<file path="src/rtl/sap_control_sequencer.sv">
// ---------------------------------------------------------------------------
// sap_control_sequencer
// Control sequencer for the SAP-U CPU. It contains a six-phase one-hot ring
// counter (T1..T6) and an opcode decoder that drive the datapath control word.
//
// Ports
//   clk       in   system clock, rising edge
//   clear     in   synchronous active-high reset
//   opcode    in   [3:0] IR[7:4], the current instruction opcode
//   run_mode  in   1 = advance every cycle, 0 = advance on a step edge only
//   step      in   debounced, synchronous single-step button
//   t_state   out  [5:0] one-hot phase (bit0 = T1 ... bit5 = T6)
//   cp ep lm ce li ei la ea su eu lb lo
//             out  control word: combinational decode of the phase and opcode
//   halted    out  CPU halted; only clear releases it
// ---------------------------------------------------------------------------
module sap_control_sequencer #(
  parameter bit EARLY_FETCH = 1'b1
) (
  input  logic       clk,
  input  logic       clear,
  input  logic [3:0] opcode,
  input  logic       run_mode,
  input  logic       step,
  output logic [5:0] t_state,
  output logic       cp,
  output logic       ep,
  output logic       lm,
  output logic       ce,
  output logic       li,
  output logic       ei,
  output logic       la,
  output logic       ea,
  output logic       su,
  output logic       eu,
  output logic       lb,
  output logic       lo,
  output logic       halted
);

  localparam int unsigned TW = 6;

  localparam logic [3:0] OP_LDA = 4'h0;
  localparam logic [3:0] OP_ADD = 4'h1;
  localparam logic [3:0] OP_SUB = 4'h2;
  localparam logic [3:0] OP_OUT = 4'hE;
  localparam logic [3:0] OP_HLT = 4'hF;

  typedef enum logic [TW-1:0] {
    T1 = 6'b000001,
    T2 = 6'b000010,
    T3 = 6'b000100,
    T4 = 6'b001000,
    T5 = 6'b010000,
    T6 = 6'b100000
  } tstate_e;

  tstate_e state_q, state_d;
  logic    halted_q, halted_d;
  logic    step_q;
  logic    adv;
  logic    is_last;
  logic    state_legal;

  // One advance per run cycle or per rising edge of the step button.
  assign adv = run_mode | (step & ~step_q);

  assign state_legal = state_q inside {T1, T2, T3, T4, T5, T6};

  // Last active phase of the current instruction (used for early fetch).
  always_comb begin
    is_last = 1'b0;
    case (opcode)
      OP_LDA:         is_last = (state_q == T5);
      OP_ADD, OP_SUB: is_last = (state_q == T6);
      OP_OUT:         is_last = (state_q == T4);
      OP_HLT:         is_last = 1'b0;
      default:        is_last = (state_q == T3);
    endcase
  end

  // Next phase and halt flag.
  always_comb begin
    state_d  = state_q;
    halted_d = halted_q;
    if (!state_legal) begin
      state_d = T1;
    end else if (halted_q) begin
      state_d = state_q;
    end else if (adv) begin
      if (opcode == OP_HLT && state_q == T4) begin
        // HLT parks the ring in T4 for good.
        halted_d = 1'b1;
        state_d  = T4;
      end else if (EARLY_FETCH && is_last) begin
        state_d = T1;
      end else begin
        case (state_q)
          T1:      state_d = T2;
          T2:      state_d = T3;
          T3:      state_d = T4;
          T4:      state_d = T5;
          T5:      state_d = T6;
          T6:      state_d = T1;
          default: state_d = T1;
        endcase
      end
    end
  end

  // State registers; clear wins over halt and over adv.
  always_ff @(posedge clk) begin
    if (clear) begin
      state_q  <= T1;
      halted_q <= 1'b0;
      step_q   <= 1'b0;
    end else begin
      state_q  <= state_d;
      halted_q <= halted_d;
      step_q   <= step;
    end
  end

  // Control word decode; silent while clearing or halted.
  always_comb begin
    cp = 1'b0;
    ep = 1'b0;
    lm = 1'b0;
    ce = 1'b0;
    li = 1'b0;
    ei = 1'b0;
    la = 1'b0;
    ea = 1'b0;
    su = 1'b0;
    eu = 1'b0;
    lb = 1'b0;
    lo = 1'b0;
    if (!clear && !halted_q) begin
      case (state_q)
        T1: begin
          ep = 1'b1;
          lm = 1'b1;
        end
        T2: cp = 1'b1;
        T3: begin
          ce = 1'b1;
          li = 1'b1;
        end
        T4: begin
          case (opcode)
            OP_LDA, OP_ADD, OP_SUB: begin
              ei = 1'b1;
              lm = 1'b1;
            end
            OP_OUT: begin
              ea = 1'b1;
              lo = 1'b1;
            end
            default: ;
          endcase
        end
        T5: begin
          case (opcode)
            OP_LDA: begin
              ce = 1'b1;
              la = 1'b1;
            end
            OP_ADD, OP_SUB: begin
              ce = 1'b1;
              lb = 1'b1;
            end
            default: ;
          endcase
        end
        T6: begin
          case (opcode)
            OP_ADD: begin
              eu = 1'b1;
              la = 1'b1;
            end
            OP_SUB: begin
              su = 1'b1;
              eu = 1'b1;
              la = 1'b1;
            end
            default: ;
          endcase
        end
        default: ;
      endcase
    end
  end

  assign t_state = state_q;
  assign halted  = halted_q;

endmodule

</file>
<file path="config.mk">
export PLATFORM = sky130hd
export DESIGN_NAME = sap_control_sequencer
export DESIGN_NICKNAME = d
export VERILOG_FILES = /design/src/rtl/sap_control_sequencer.sv
export SDC_FILE = /design/constraint.sdc
export NUM_CORES = 1
export LEC_CHECK = 0
export CAP_MARGIN = 5
export CORE_UTILIZATION = 30
export DETAILED_ROUTE_END_ITERATION = 7
export MAX_ROUTING_LAYER = met4
export PLACE_DENSITY = 0.66
export SLEW_MARGIN = 20
export SYNTH_ARGS = -nofsm -noshare
export SYNTH_HDL_FRONTEND = slang
export SYNTH_SLANG_ARGS = --single-unit
</file>
<file path="constraint.sdc">
create_clock -name clk -period 4.65 [get_ports clk]
set_clock_uncertainty 0.1 [all_clocks]
set_input_delay 0.93 -clock clk [delete_from_list [all_inputs] [get_ports clk]]
set_output_delay 0.93 -clock clk [all_outputs]
set_load 0.1 [all_outputs]
</file>
== Yosys cells after proc, flatten, opt, wreduce, memory -nomap -nowiden ==
Cells that the tools add are included.
Cells by class
  add/subtract/negate cells: 0
  multipliers: 0
  div/mod/pow operators: 0
  order comparisons: 0
  equality and inequality tests: 10
  shift-type cells: 0
  multiplexer cells: 34
  bitwise gates (word level): 5
  reduce and logical (&&, ||, !) cells: 10
Operator list (count)
  $pmux W6 S5: 1
  $mux W1: 27
  $mux W6: 2
  $eq A4 B4 Y1 const B: 2
  $eq A6 B1 Y1 const B: 1
  $eq A6 B2 Y1 const B: 1
  $eq A6 B3 Y1 const B: 1
  $eq A6 B4 Y1 const B: 1
  $eq A6 B5 Y1 const B: 1
  $eq A6 B6 Y1 const B: 1
  $pmux W1 S2: 3
  $reduce_bool A6 Y1: 1
  $eq A4 B1 Y1 const B: 1
  $eq A4 B2 Y1 const B: 1
  $logic_not A4 Y1: 1
  $pmux W1 S4: 1
  $reduce_or A2 Y1: 2
  $not A1 Y1: 3
  $reduce_or A3 Y1: 1
  $logic_and A1 B1 Y1: 2
  $logic_not A1 Y1: 2
  $reduce_and A2 Y1: 1
  $and A1 B1 Y1: 1
  $or A1 B1 Y1: 1
Storage, ports and cells
  register bits after elaboration: 8
  bits in latches: 0
  memory bits (writable): 0
  ROM bits: 0
  input bits: 8
  logic and storage cells: 62
  memories: 0

== Depth between registers and ports, before layout ==
Gate-level depths: netlist of the first run.
  depth in word-level cells: 5
  gate-level depth with buffers: 6

== Worst setup path after synthesis of the first run ==
OpenSTA, ideal clock, no wires.
  path kind: register to output
  start: register state_q[0], in the netlist t_state[0]
  end: output port lo
  arrival: 5.565 ns
  required time: 3.620 ns
  path slack: -1.945 ns
  cell stages (with the launch flop): 6
  path buffers: 2
  path through: dfxtp_1 buf_6 or4_4 nor3_4 nor4b_1 buf_4
On the way
  word-level cells in the longest chain between the ends: 3
RTL lines
  from (decl): line 58  | tstate_e state_q, state_d;
  from (signal assigned): line 118  | state_q <= state_d;
  $eq A6 B4 Y1
  $mux W1 (2 in a row)
  to (decl): line 37  | output logic lo,
No other way between the ends.

== Final worst setup path of the first run ==
  start: input port opcode[3]
  end: output port lm
On the way
  word-level cells in the longest chain between the ends: 5
  elaborated cells on any way between the ends: 7
  classes of those cells: eq/ne: 2; mux: 3; reduce/logical: 2
RTL lines
  from (decl): line 22  | input logic [3:0] opcode,
  $eq A4 B2 Y1, or another cell as far along: line 150  | case (opcode)
  $reduce_or A3 Y1 (no line) (*)
  $mux W1 (*): line 150
  $pmux W1 S2 (*): line 139  | case (state_q)
  $mux W1 (*): line 138  | if (!clear && !halted_q) begin
  to (decl): line 28  | output logic lm,
Every way passes the cells marked *; elsewhere a longest branch is shown, timed or not.

==> results.cfg, run 1 <==
[layout]
post-route-util_pct = 42.2
fin_nets = 136
regArea_um2 = 160
multi_input_area_um2 = 598
n_antenna_cell = 0
area_growth_pct = 31.9
drive_gt1_share_pct = 26.2
fin_cells = 156
fin_area_um2 = 1060
num-fill-cells = 262

[timing]
final-max-slew-violation-count = 0
fin_setup_tns_ps = 0
tightest_slew_ps = 978
max_clock_freq_ghz = 0.261
rsz0062_at_grt = no
max_slew_margin_pct = 34.6
setup_viol = 0
fin_crit_sh_pct = 82.5
fin_crit_ps = 3840
finalHoldViolCount = 0

[place]
place_congestion = 0.772
placed_area_um2 = 1030
io_buffer_count = 26
hpwl_um = 1620
place_inst = 153

[critical_path]
criticalPathCategory = input pin to output port
r2r-start = t_state[5]
reg2reg_to = t_state[5]
cp_max_fo = 5
crit_required_ps = 3620
crit_top_cell = or2_2
path_cells = clkdlybuf4s50_1 -> or2_2 -> nor3_1 -> nand2_1 -> nor3_2 -> or2_2 -> buf_4
critPathMaxStageDelay_ps = 470
end_kind = output port
critPathLaunchType = input pin
reg2reg_depth = 5
slowest_stage = clkdlybuf4s50_1
reg2reg_slack_ps = 2540
worstPathArrival_ps = 2810

[yosys]
synth_warnings = 0
synth-seq-cells = 8
avgSynthCellArea_um2 = 7.48
synth_edf_count = 0
syn-num-nets = 115
syn_area_um2 = 801
synth_cell_type_count = 45
synthArstFlopShare_pct = 0
ys.flop_type = dfxtp_1
seq_area_frac_synth_pct = 20.0
synthCells = 107

[grt]
grt_first_pass_wirelength_um = 3650
grt_pass1_vias = 796
grt_use_total_pct = 18.0
antenna_found_initial = 0
grt_remaining_overflow = 0
grt_max_degree = 17

[pwr]
p_leak_uw = 0.000391
ir_drop_uv = 272
p_per_area_nw_per_um2 = 426

[clock_tree]
htreeDepth = 1
post_cts_buffers = 0
cts-resized-gates = 0
clockBufferDepth = 2
tritoncts = yes
clk_root_buffer_cell = clkbuf_4
cts.sinks = 8
cts_made_buffers = 3
hold_buffers = 0
insertion_delay_ps = 260
clkTransAtPathRegs_ps = 50

[flow_run]
drv_cap = 0

[die]
fp.dieArea_um2 = 2880
rows = 18
fp.coreArea_um2 = 2500
die_h_um = 53.7
start_util_pct = 32.0
pin_count = 27
die_w_um = 53.7

[routing]
wire_per_inst_um = 13.8
drt_first_iter_violations = 14
drt.antenna.violating_nets = 0
drc = 0
routed_wl_um = 2160
dr.pass1.iters = 4
vias = 859
viasPerCell = 5.51

[status]
status = finished, final reports clean

[hold_path]
hold_start = t_state[4]
holdPathStages = 2
hp-class = flip-flop to flip-flop
whs_endpoint = t_state[4]
-- how the worst max path moves through the flow --
stage	startpoint	endpoint	slack (ps)	depth (start not counted)
2_1_floorplan	t_state[0]	lo	-350	5
3_3_place_gp	opcode[3]	ce	870	7
3_5_place_dp	opcode[3]	lm	820	7
4_1_cts	opcode[3]	lm	820	7
5_1_grt	opcode[3]	lm	680	7
6_report	opcode[3]	lm	810	7
-- registers in the layout, indices dropped and copies added (netlist names) --
| name | cells |
|---|---|
| halted | 1 |
| step_q | 1 |
| t_state | 6 |
-- cells by family (layout without fill, tap and decap cells) --
logic type | count (synthesis) | count (layout) | share of synthesized area, %
compound gates | 30 | 30 | 26.6
xor+xnor | 3 | 3 | 3.28
buf+inv | 12 | 31 | 8.75
flops | 8 | 8 | 20.0
simple gates | 54 | 54 | 41.4
-- routing by layer --
metal / track usage (%) / vias up / routed length, um
met4: 2.63 / 0 / 0
li1: - / 431 / -
met2: 29.6 / 27 / 1100
met1: 22.1 / 401 / 922
met3: 5.08 / 0 / 131
met5: - / - / 0
-- synthesized netlist by cell type, types with 2 or more instances --
cell type	number	area, um^2
o211ai_1	5	37.5
nor2b_1	3	18.8
buf_6	2	22.5
o21ai_1	3	15.0
nor2_1	12	45.0
buf_4	2	15.0
nor3_1	7	35.0
or4b_1	2	20.0
o21ai_0	5	25.0
nor3_4	2	32.5
nand3_1	3	15.0
a22oi_1	2	15.0
or2_2	2	12.5
xor2_1	3	26.3
inv_1	2	7.51
nor3b_1	2	15.0
clkbuf_1	4	15.0
nand2_1	8	30.0
dfxtp_1	8	160
a21oi_1	4	20.0
buf_2	2	10.0
-- worst max-delay path: cells and delay by family --
kind	cells	cell delay, ps
buf+inv	2	750
simple gates	5	1130
-- cells in the final DEF, fill, tap and decap left out, types with 2 or more instances in the layout --
cell             Yosys  routed
a21oi_1              4       4
clkbuf_4             0       3
nand2_1              8       8
nor2b_1              3       3
nor2_1              12      12
nor3_2               1       2
buf_4                2      12
or2_2                2       3
o211ai_1             5       5
dfxtp_1              8       8
o21ai_0              5       5
clkdlybuf4s50_1      0      14
nor3_4               2       3
nor3_1               7       5
xor2_1               3       3
inv_1                2       2
a22oi_1              2       2
or4b_1               2       2
o21ai_1              3       3
nand3_1              3       3
-- where the power goes --
part	internal, uW	switching [uW]
clock	29.6	24.8
sequential	78.4	29.4
combinational	86.5	201
total	195	255
-- layout make-up --
type | instances | share of cell area, %
multi-input combinational | 87 | 56.6
timing repair buffer | 26 | 21.8
sequential | 8 | 15.2
tap | 30 | 3.55
clock buffer | 3 | 2.13
inverter | 2 | 0.711
-- per-stage QoR --
| stage | hold WS (ps) | power, uW | worst slack [ps] |
|---|---|---|---|
| final | 550 | 450 | 813 |
| after global routing | 601 | 475 | 677 |
| after CTS | 542 | 454 | 819 |
| after detailed placement | 532 | 397 | 819 |
| after global placement | 519 | 393 | 873 |
| after floorplan | 601 | 350 | -353 |
No activity file was read; power rests on OpenSTA's default activity.
==> run 2: changes to the inputs <==
clock period = 3.7 ns   (was 4.65 ns; I/O delays follow)
==> run 2 against run 1 <==
Against the previous run: core utilization increased by 6.8 points; non-clock buffer count increased by 2; register-to-register slack lost 850 ps; largest cell class unchanged.
==> results.cfg, run 2 (synthesis gave the netlist of run 1 again) <==
[timing]
setup_viol = 0
fin_crit_sh_pct = 92.0
max_clock_freq_ghz = 0.294
fin_crit_ps = 3400
hold_ws_ps = 450
tightest_slew_ps = 968
setup_ws_ps = 296
final-max-slew-violation-count = 0
finalHoldViolCount = 0
max_slew_margin_pct = 35.3
rsz0062_at_grt = no

[clock_tree]
clockBufferDepth = 2
cts_made_buffers = 3
hold_buffers = 0
insertion_delay_ps = 260
htreeDepth = 1
cts.sinks = 8
clkTransAtPathRegs_ps = 50
clk_root_buffer_cell = clkbuf_4
tritoncts = yes

[place]
io_buffer_count = 26
hpwl_um = 1690
place_ws_ps = 143
place_congestion = 0.896

[pwr]
p_per_area_nw_per_um2 = 491
ir_drop_uv = 506
p_leak_uw = 0.000454

[layout]
final_common_cell = nor2_1
regArea_um2 = 168
n_antenna_cell = 0
fin_nets = 138
post-route-util_pct = 49.0
largest_register_ff_count = 6
layout_common_cells = nor2_1 (12), clkdlybuf4s50_1 (11), buf_12 (9), nand2_1 (8), buf_4 (8)
drive_gt1_share_pct = 34.9
multi_input_area_um2 = 637
num-fill-cells = 233
area_growth_pct = 53.1

[critical_path]
worstPathArrival_ps = 2560
cp_max_fo = 5
crit_required_ps = 2860
criticalPathCategory = input pin to output port
reg2reg_slack_ps = 1690
end_kind = output port
critPathLaunchType = input pin

[grt]
grt_use_total_pct = 17.7
grt_pass1_vias = 804
grt_max_degree = 16
antenna_found_initial = 0
grt_remaining_overflow = 0
grt_first_pass_wirelength_um = 3680

[routing]
routed_wl_um = 2230
drc = 0
drt_first_iter_violations = 18
wire_per_inst_um = 14.1
viasPerCell = 5.65
dr.pass1.iters = 4
drt.antenna.violating_nets = 0
vias = 899

[flow_run]
drv_cap = 0

[status]
status = finished, final reports clean

[hold_path]
hp-class = flip-flop to flip-flop

[die]
fp.dieArea_um2 = 2880
die_w_um = 53.7
start_util_pct = 32.0
fp.coreArea_um2 = 2500
die_h_um = 53.7
rows = 18
pin_count = 27
## run 2: cell count changes in the layout (fill, tap and decap cells not counted), sizes merged
cell           delta
clkbuf            +1
clkdlybuf4s50     -3
buf               +5
## run 2: cell type report
type                       instances  share of cell area [%]
tap                               30                    3.06
sequential                         8                    13.7
timing repair buffer              28                    28.6
multi-input combinational         87                    51.9
clock buffer                       4                    2.14
inverter                           2                   0.612
## run 2: repair_timing
item,CTS,global route
buffers inserted,0,0
resized for setup,0,1
setup endpoints to repair,0,1
## run 2: worst max-delay path: stages
cell and delay [ps]:
clkdlybuf4s50_1 470, or2_2 380, nor3_2 220, nand2_1 150, nor3_4 260, or2_4 180
buf_12 160
## run 2: per-layer routing
metal	wire (um)	GRT usage (%)	part of all wire (%)	vias to the layer above
met2	1100	28.4	49	31
met1	988	21.8	44	430
met4	6	3.51	0.27	0
met5	0	-	0	-
met3	143	5.08	6.4	2
li1	-	-	-	436
## run 2: per-stage QoR
stage	TNS (ps)	cell area, um^2	power [uW]	cells
global placement	0	1190	524	155
finish	0	1230	602	159
floorplan	-329	872	456	107
detailed placement	0	1190	528	155
global route	0	1230	636	159
CTS	0	1220	607	159
## run 2: final timing paths
path | start | endpoint | cells past startpoint
setup / recovery | opcode[3] | lm | 7
setup reg to reg | t_state[3] | t_state[4] | 5
hold / removal | t_state[4] | t_state[4] | 2
hold reg to reg | t_state[4] | t_state[4] | 2
## run 2: power breakdown
| part | leakage, uW | total, uW | internal, uW | switching, uW |
|---|---|---|---|---|
| clock network | 0.0000150 | 73.8 | 41.4 | 32.4 |
| logic | 0.000372 | 391 | 131 | 260 |
| registers | 0.0000665 | 138 | 101 | 37.1 |
| total | 0.000454 | 602 | 273 | 329 |
==> run 3: changes to the inputs <==
ABC_AREA = 1   (was default)
PLACE_DENSITY = 0.67   (was 0.66)
==> run 3 against run 2 <==
Against the previous run: first-iteration DRC count is 22% higher; synthesized cell count is 19% higher; combinational power is 16% lower; clock power is 13% lower; via count is 7.9% lower; cell count is 15% higher; core utilization is 2.2 points higher; fmax is 9.0% higher; register-to-register slack better by 600 ps; critical path type unchanged.
==> results.cfg, run 3 <==
[pwr]
ir_drop_uv = 286
p_sw_uw = 273
power.total_uw = 503
p_int_uw = 230
p_leak_uw = 0.000520
switching_share_pct = 54.3
pwr-share-comb_pct = 65.2
power_frac_seq_pct = 21.9
clkPwrFrac_pct = 12.8
p_per_area_nw_per_um2 = 444

[critical_path]
worstPathArrival_ps = 2280
crit_top_cell = nor2_1
critPathLaunchType = input pin
reg2reg_depth = 7
slowest_stage = clkdlybuf4s50_1
cp_max_fo = 10
crit_required_ps = 2860
end_kind = output port
criticalPathCategory = input pin to output port
critPathMaxStageDelay_ps = 440
path_cells = clkdlybuf4s50_1 -> nor2_1 -> clkinv_1 -> nor2_1 -> inv_1 -> o22ai_1 -> buf_12

[routing]
wirelength_met1_um = 796
routed-wl-met2_um = 901
wl_met3_um = 70
drc = 0
wire_per_inst_um = 9.66
vias = 828
routed_wl_um = 1770
dr.pass1.iters = 4
viasPerCell = 4.52
drt.antenna.violating_nets = 0
drt_first_iter_violations = 22
highest_layer = met3

[yosys]
syn_area_um2 = 698
synth.top_cells.by_count = nor2_1 (32), nand2_1 (26), inv_1 (22)
avgSynthCellArea_um2 = 5.50
synth_cell_type_count = 21
synth_most_common_cell = nor2_1
netlist.area_leader.share_pct = 22.9
ys.flop_type = dfxtp_1
synth-seq-cells = 8
synthArstFlopShare_pct = 0
synth_warnings = 0
synth_edf_count = 0
synthCells = 127
seq_area_frac_synth_pct = 22.9
syn-num-nets = 135
synthTopCellsByArea = dfxtp_1 (23%), nor2_1 (17%), nand2_1 (14%), inv_1 (12%), nand3_1 (5.7%)
synth.largest_area_cell = dfxtp_1

[grt]
antenna_found_initial = 0
grt_first_pass_wirelength_um = 3030
grt_remaining_overflow = 0
grt_pass1_vias = 771
grt_max_degree = 11
grt_use_total_pct = 16.1

[timing]
max_slew_margin_pct = 35.4
max_clock_freq_ghz = 0.320
fin_crit_sh_pct = 84.4
setup_viol = 0
final-max-slew-violation-count = 0
rsz0062_at_grt = no
finalHoldViolCount = 0
setup_ws_ps = 577
fin_crit_ps = 3120
tightest_slew_ps = 966
fin_setup_tns_ps = 0

[place]
place_congestion = 0.889
hpwl_um = 1570
place_inst = 180
io_buffer_count = 26
place_ws_ps = 573

[die]
fp.dieArea_um2 = 2520
pin_count = 27
die_w_um = 50.2
rows = 17
fp.coreArea_um2 = 2210
die_h_um = 50.2
start_util_pct = 31.6

[clock_tree]
clk_root_buffer_cell = clkbuf_4
clockBufferDepth = 2
cts_made_buffers = 3
tritoncts = yes
hold_buffers = 0
insertion_delay_ps = 250
htreeDepth = 1
cts.sinks = 8
cts-resized-gates = 0
post_cts_buffers = 0
clkTransAtPathRegs_ps = 50

[layout]
post-route-util_pct = 51.2
n_antenna_cell = 0
layout_common_cells = nor2_1 (32), nand2_1 (26), inv_1 (22), clkdlybuf4s50_1 (14), buf_12 (12)
drive_gt1_share_pct = 19.4
fin_nets = 165
fin_cells = 183
largest_register_ff_count = 6
area_growth_pct = 62.4
final_common_cell = nor2_1
num-fill-cells = 214

[status]
status = finished, final reports clean

[flow_run]
drv_cap = 0

[hold_path]
hp-class = flip-flop to flip-flop
holdPathStages = 2
-- run 3: cell types whose count changed in the layout (fill, tap and decap cells not counted), sizes merged, moves of 3 or more --
cell           previous run  this run
nor2                     12        41
inv                       2        23
nand2                     8        28
nor3                     10         1
nand3                     3         9
buf                      17        12
o211ai                    5         0
o21ai                     8         4
clkdlybuf4s50            11        14
nor2b                     3         0
xor2                      3         0
-- run 3: metal layers --
layer	vias up	track usage [%]
li1	440	-
met1	372	17.8
met2	16	28.0
met3	0	3.64
met4	0	5.71
met5	-	-
-- run 3: power groups by stage --
stage,clock network (uW),registers [uW],logic (uW)
floorplan,0,181,169
global placement,0,111,327
detailed placement,0,112,329
CTS,67.6,110,330
global route,73.8,112,349
finish,64.5,110,328
-- run 3: worst max-delay path: cells and delay by family --
kind / cells / cell delay [ps]
buffers and inverters: 4 / 960
AND/OR/NAND/NOR: 2 / 320
AO/OA/AOI/OAI: 1 / 250
-- run 3: stage by stage --
step | instance area, um^2 | hold slack (ps)
after floorplan | 703 | 559
after global placement | 1110 | 432
after detailed placement | 1110 | 442
after CTS | 1130 | 453
after global routing | 1130 | 482
final | 1130 | 452
-- run 3: worst paths after layout --
check             start  slack (ps)    endpoint
max               clear         580          lm
min          t_state[4]         450  t_state[4]
max reg2reg  t_state[3]        2290  t_state[4]
min reg2reg  t_state[4]         450  t_state[4]
-- run 3: area by class of cell --
class / count / area, um^2 / area share, %
clock buffers: 3 / 22.5 / 1.99
inverters: 24 / 90.1 / 7.95
multi-input cells: 94 / 445 / 39.3
flip-flops and latches: 8 / 160 / 14.1
well taps: 28 / 35.0 / 3.09
repair buffers: 26 / 380 / 33.6
-- run 3: kinds of logic (layout without fill, tap and decap cells) --
| kind of cell | count (synthesis) | after routing | synth area share (%) |
|---|---|---|---|
| compound gates | 12 | 12 | 9.14 |
| buf+inv | 25 | 53 | 14.0 |
| flops | 8 | 8 | 22.9 |
| simple gates | 82 | 82 | 53.9 |
==> edit 1 (settings of run 3) <==
Register the output `li`, without a reset; this adds one clock of latency there. The other outputs are not delayed to match.
--- a/src/rtl/sap_control_sequencer.sv
+++ b/src/rtl/sap_control_sequencer.sv
@@ -56,4 +56,6 @@
   } tstate_e;
 
+  logic li_d;
+
   tstate_e state_q, state_d;
   logic    halted_q, halted_d;
@@ -128,5 +130,5 @@
     lm = 1'b0;
     ce = 1'b0;
-    li = 1'b0;
+    li_d = 1'b0;
     ei = 1'b0;
     la = 1'b0;
@@ -145,5 +147,5 @@
         T3: begin
           ce = 1'b1;
-          li = 1'b1;
+          li_d = 1'b1;
         end
         T4: begin
@@ -195,4 +197,8 @@
   assign halted  = halted_q;
 
+  always_ff @(posedge clk) begin
+    li <= li_d;
+  end
+
 endmodule
 
Behaviour: not the same (a bounded check fails within 4 cycles, from zero or initial values).
==> edit 1 against run 3 <==
Worst setup slack better by 0.10 ns; core utilization down 1.6 points; sequential cell count up 1; area after synthesis up 5.9%; total power up 5.6%; cell area down 0.33%; wire length up 1.1%; via count up 0.12%; largest power group unchanged.
==> edit 1: results (changes against run 3) <==
** Outcome
- Run status :: completed (unchanged)

** Clocking
- Register clock-pin slew on the reported worst setup and hold paths :: 0.06 ns
- # H-tree levels :: 1 (unchanged)
- The root buffer cell was clkbuf_4 (unchanged).
- The number of buffers created by CTS is 3 (unchanged).

** Synthesis
- Top post-synthesis cells by count :: nor2_1 (26), nand2_1 (22), inv_1 (20) (was nor2_1 (32), nand2_1 (26), inv_1 (22))
- The number of unique standard cell types used by synthesis came to 22 (was 21).
- Synth top area cells: dfxtp_1 (24%), nor2_1 (13%), nand2_1 (11%) (was dfxtp_1 (23%), nor2_1 (17%), nand2_1 (14%)).
- Post-synth ARST share :: 0 (unchanged)
- Portion of the post-synthesis area used by sequential elements :: 0.244 (was 0.229)
- Share of the synthesized area in compound gates (AO/OA/AOI/OAI) :: 0.0829 (was 0.0914)
- Number of nets produced by synthesis :: 134 (was 135)

** STA
- Post-Route Hold Slack :: 0.420 ns (was 0.452 ns)
- The relative slew slack came to 0.349 (was 0.354).

** Min path
- The endpoint of the worst hold-timing path is halted (was t_state[4]).
- The start point of the worst min-delay path is halted (was t_state[4]).
- Worst Hold Depth :: 1 (was 2)

** Routing
- Via count of the routed design :: 829 (was 828)
- The routed wirelength normalized by instance count came to 9.77 um (was 9.66 um).
- The number of design-rule violations left by the first detailed-router iteration came to 10 (was 22).

** Critical path
- Worst-case reg-to-reg path depth :: 9 (was 7)
- Worst R2R Setup Slack :: 2.23 ns (was 2.29 ns)
- The capture point of the worst reg-to-reg path is t_state[0] (was t_state[4]).
- The worst flop-to-flop path startpoint is t_state[0] (was t_state[3]).
- The worst-path maximum fanout came to 8 (was 10).
- Arr. time, crit path :: 2.18 ns (was 2.28 ns)

** Cells and area
- The core utilization of the finished layout was 0.496 (was 0.512).
- Share of post-route cells with drive strength above 1 :: 0.265 (was 0.194)
- The net total in the final layout came to 164 (was 165).
- Filler cells :: 217 (was 214)

** Placed design
- The placed wire-length estimate came to 1530 um (was 1570 um).
- Final weighted congestion of routability-driven global placement :: 0.827 (was 0.889)
- DP Area :: 1100 sq um (was 1110 sq um)

** Global route
- The initial antenna violation count is 0 (unchanged).
- First-pass GRT wire length :: 3080 um (was 3030 um)
- Global-route total usage across every layer :: 0.156 (was 0.161)
- Via count of the first global-routing pass :: 762 (was 771)
- Maximum number of pins on one net before global-route repair :: 9 (was 11)

** Power and ir drop
- Peak supply drop :: 0.000315 V (was 0.000286 V)
- Leakage Power :: 0.492 nW (was 0.520 nW)
[edit 1: worst max-delay path, cell delays in order]
cell and delay, ns:
clkdlybuf4s50_1 0.43, nor2_1 0.19, inv_1 0.19, nor3_2 0.40, buf_12 0.23
[edit 1: how the worst max path moves through the flow]
stage,startpoint,to,slack [ns],depth (start not counted)
3_5_place_dp,clear,lo,0.67,5
6_report,clear,lo,0.68,5
3_3_place_gp,opcode[1],la,0.72,8
4_1_cts,clear,lo,0.66,5
2_1_floorplan,t_state[3],lo,-0.27,5
5_1_grt,clear,lo,0.56,5
[edit 1: metrics by stage]
step	setup WS (ns)	power, mW	instances
floorplan	-0.274	0.378	126
global placement	0.723	0.451	179
detailed placement	0.667	0.457	179
CTS	0.665	0.537	183
global route	0.564	0.563	183
finish	0.681	0.531	183
[edit 1: final cells by class]
| type | instances | area share |
|---|---|---|
| inverters | 22 | 0.0731 |
| repair buffers | 26 | 0.284 |
| flip-flops and latches | 9 | 0.159 |
| clock buffers | 4 | 0.0233 |
| well taps | 28 | 0.0310 |
| multi-input cells | 94 | 0.430 |
[edit 1: metal layers]
metal	track usage	part of all wire	routed length (um)	up-vias
met5	-	0	0	-
li1	-	-	-	440
met2	0.262	0.50	893	18
met4	0.0360	0	0	0
met3	0.0468	0.039	69	0
met1	0.182	0.46	824	371
[edit 1: logic make-up after synthesis]
logic type / Yosys count
flops: 9
buf+inv: 23
simple gates: 83
compound gates: 11
[edit 1: where the power goes]
group | switching (mW) | internal, mW
clock network | 0.0352 | 0.0415
registers | 0.0150 | 0.108
logic | 0.241 | 0.0912
==> edit 2 (flow settings as in run 3) <==
Made on the original files. The parameter `EARLY_FETCH` goes from 1'b1 to 1'b0.
--- a/src/rtl/sap_control_sequencer.sv
+++ b/src/rtl/sap_control_sequencer.sv
@@ -16,5 +16,5 @@
 // ---------------------------------------------------------------------------
 module sap_control_sequencer #(
-  parameter bit EARLY_FETCH = 1'b1
+  parameter bit EARLY_FETCH = 1'b0
 ) (
   input  logic       clk,
Function: changed (a bounded check fails within 10 cycles, from zero or initial values).
==> edit 2 against run 3 <==
Area after synthesis decreased by 11%; global-route usage up 1.7 points; worst setup slack improved by 0.092 ns; total power shrank 16%; non-clock buffer count unchanged; sequential share of layout area is 1.1 points higher; hold slack lost 0.028 ns; wire length down 3.5%; cell area decreased by 7.5%; sequential cell count did not move; critical path type unchanged; largest power group unchanged.
==> edit 2: results (changes against run 3) <==
** Outcome
- Run status :: completed (unchanged)

** Routing
- Wire length per cell :: 10.8 um (was 9.66 um)
- The number of design-rule violations left by the first detailed-router iteration is 11 (was 22).
- The routed via count divided by cell count is 4.49 (was 4.52).

** Cells and area
- The share of post-route cells with drive strength above 1 came to 0.305 (was 0.194).
- The net total in the final layout is 141 (was 165).
- The count of inserted antenna diode cells was 0 (unchanged).

** STA
- Slew headroom :: 0.352 (was 0.354)

** Min path
- Startpoint of the most critical hold path :: halted (was t_state[4])
- The worst hold path depth is 2 (unchanged).
- The endpoint of the worst hold-timing path was halted (was t_state[4]).

** Synthesis
- The number of unique standard cell types used by synthesis is 24 (was 21).
- Number of nets produced by synthesis :: 111 (was 135)
- The fraction of the mapped netlist area in compound gates came to 0.125 (was 0.0914).
- The proportion of synthesized chip area in sequential cells was 0.258 (was 0.229).
- Top post-synthesis cells by count: nor2_1 (20), inv_1 (18), nand2_1 (16) (was nor2_1 (32), nand2_1 (26), inv_1 (22)).
- Synth top area cells :: dfxtp_1 (26%), nor2_1 (12%), inv_1 (11%) (was dfxtp_1 (23%), nor2_1 (17%), nand2_1 (14%))
- The share of synthesized area spent on multiplexers is 0 (unchanged).

** Power and ir drop
- Sw Ratio :: 0.530 (was 0.543)
- The peak supply drop came to 0.000282 V (was 0.000286 V).
- The leakage power of the design came to 0.463 nW (was 0.520 nW).

** Critical path
- Crit path largest cell delay :: 0.46 ns (was 0.44 ns)
- Master of the slowest instance on the critical path :: clkdlybuf4s50_1 (unchanged)
- The register-to-register path setup slack is 2.36 ns (was 2.29 ns).
- Biggest fanout along the worst timing path :: 4 (was 10)
- Arr. time, crit path :: 2.19 ns (was 2.28 ns)
- The capture point of the worst reg-to-reg path was t_state[0] (was t_state[4]).
- The kind of cell adding the most delay to the critical path was simple AND/OR/NAND/NOR gates (was buffers and inverters).

** Placed design
- I/O Buffers :: 26 (unchanged)
- The final weighted congestion in routability-driven placement came to 0.824 (was 0.889).
- Setup Slack @ Placement :: 0.671 ns (was 0.573 ns)
- The total cell area at the placement stage was 1030 sq um (was 1110 sq um).
- The placed wire-length estimate is 1450 um (was 1570 um).

** Clocking
- Root buffer selected by CTS :: clkbuf_4 (unchanged)
- Insertion delay of the later-clocked pin in the worst-skew pair :: 0.26 ns
- Buffer depth of the longest clock path :: 2 (unchanged)

** Global route
- The first-pass GRT wire length is 2680 um (was 3030 um).
- Via count of the first global-routing pass :: 649 (was 771)
- Global-route total usage across every layer :: 0.178 (was 0.161)
==> edit 2: cell count changes in the layout (fill, tap and decap cells not counted), sizes merged, moves of 2 or more <==
cell | run 3 | this run
nor2 | 41 | 30
nand2 | 28 | 18
nand3 | 9 | 5
inv | 23 | 21
nand4 | 0 | 2
o21ai | 4 | 2
==> edit 2: how the worst max path moves through the flow <==
stage                     slack, ns        from  end  cells after the start
after floorplan               -0.11  t_state[5]   su                      4
after global placement         0.74       clear   su                      5
after CTS                      0.66       clear   lb                      7
final                          0.67       clear   lb                      7
after detailed placement       0.67       clear   su                      5
after global routing           0.51       clear   la                      7
==> edit 2: power groups by stage <==
stage	clock [mW]	sequential [mW]	combinational (mW)
2_1_floorplan	0	0.158	0.138
3_5_place_dp	0	0.107	0.249
6_report	0.0699	0.105	0.248
4_1_cts	0.0725	0.105	0.249
3_3_place_gp	0	0.106	0.246
5_1_grt	0.0802	0.106	0.265
==> edit 2: final cells by class <==
type,count,area [sq um]
clock buffers,3,22.5
fillers,201,913
well taps,27,33.8
flip-flops and latches,8,160
inverters,21,78.8
multi-input cells,73,413
repair buffers,26,340
==> edit 2: through the flow <==
step	hold WS, ns	utilization	power (mW)	setup TNS (ns)	cells
3_5_place_dp	0.408	0.523	0.355	0	155
2_1_floorplan	0.451	-	0.295	-0.109	103
3_3_place_gp	0.409	0.523	0.353	0	155
6_report	0.424	0.534	0.422	0	158
4_1_cts	0.419	0.534	0.426	0	158
5_1_grt	0.470	0.534	0.451	0	158
==> edit 2: layer usage <==
layer / GRT usage / wire length [um] / up-vias
met3: 0.0377 / 84 / 4
met2: 0.326 / 904 / 24
li1: - / - / 377
met5: - / 0 / -
met4: 0.0833 / 23 / 0
met1: 0.178 / 693 / 305
==> edit 2: tightest hold or removal path, delay by kind of cell (launching register included) <==
family                 cells  cell delay (ns)
DFF                        1             0.32
buffers and inverters      1             0.09
AOI/OAI and AO/OA          1             0.07
==> edit 2: cell families (layout without fill, tap and decap cells) <==
| group | count (synthesis) | count (layout) |
|---|---|---|
| compound gates | 13 | 13 |
| buf+inv | 22 | 50 |
| flops | 8 | 8 |
| simple gates | 60 | 60 |
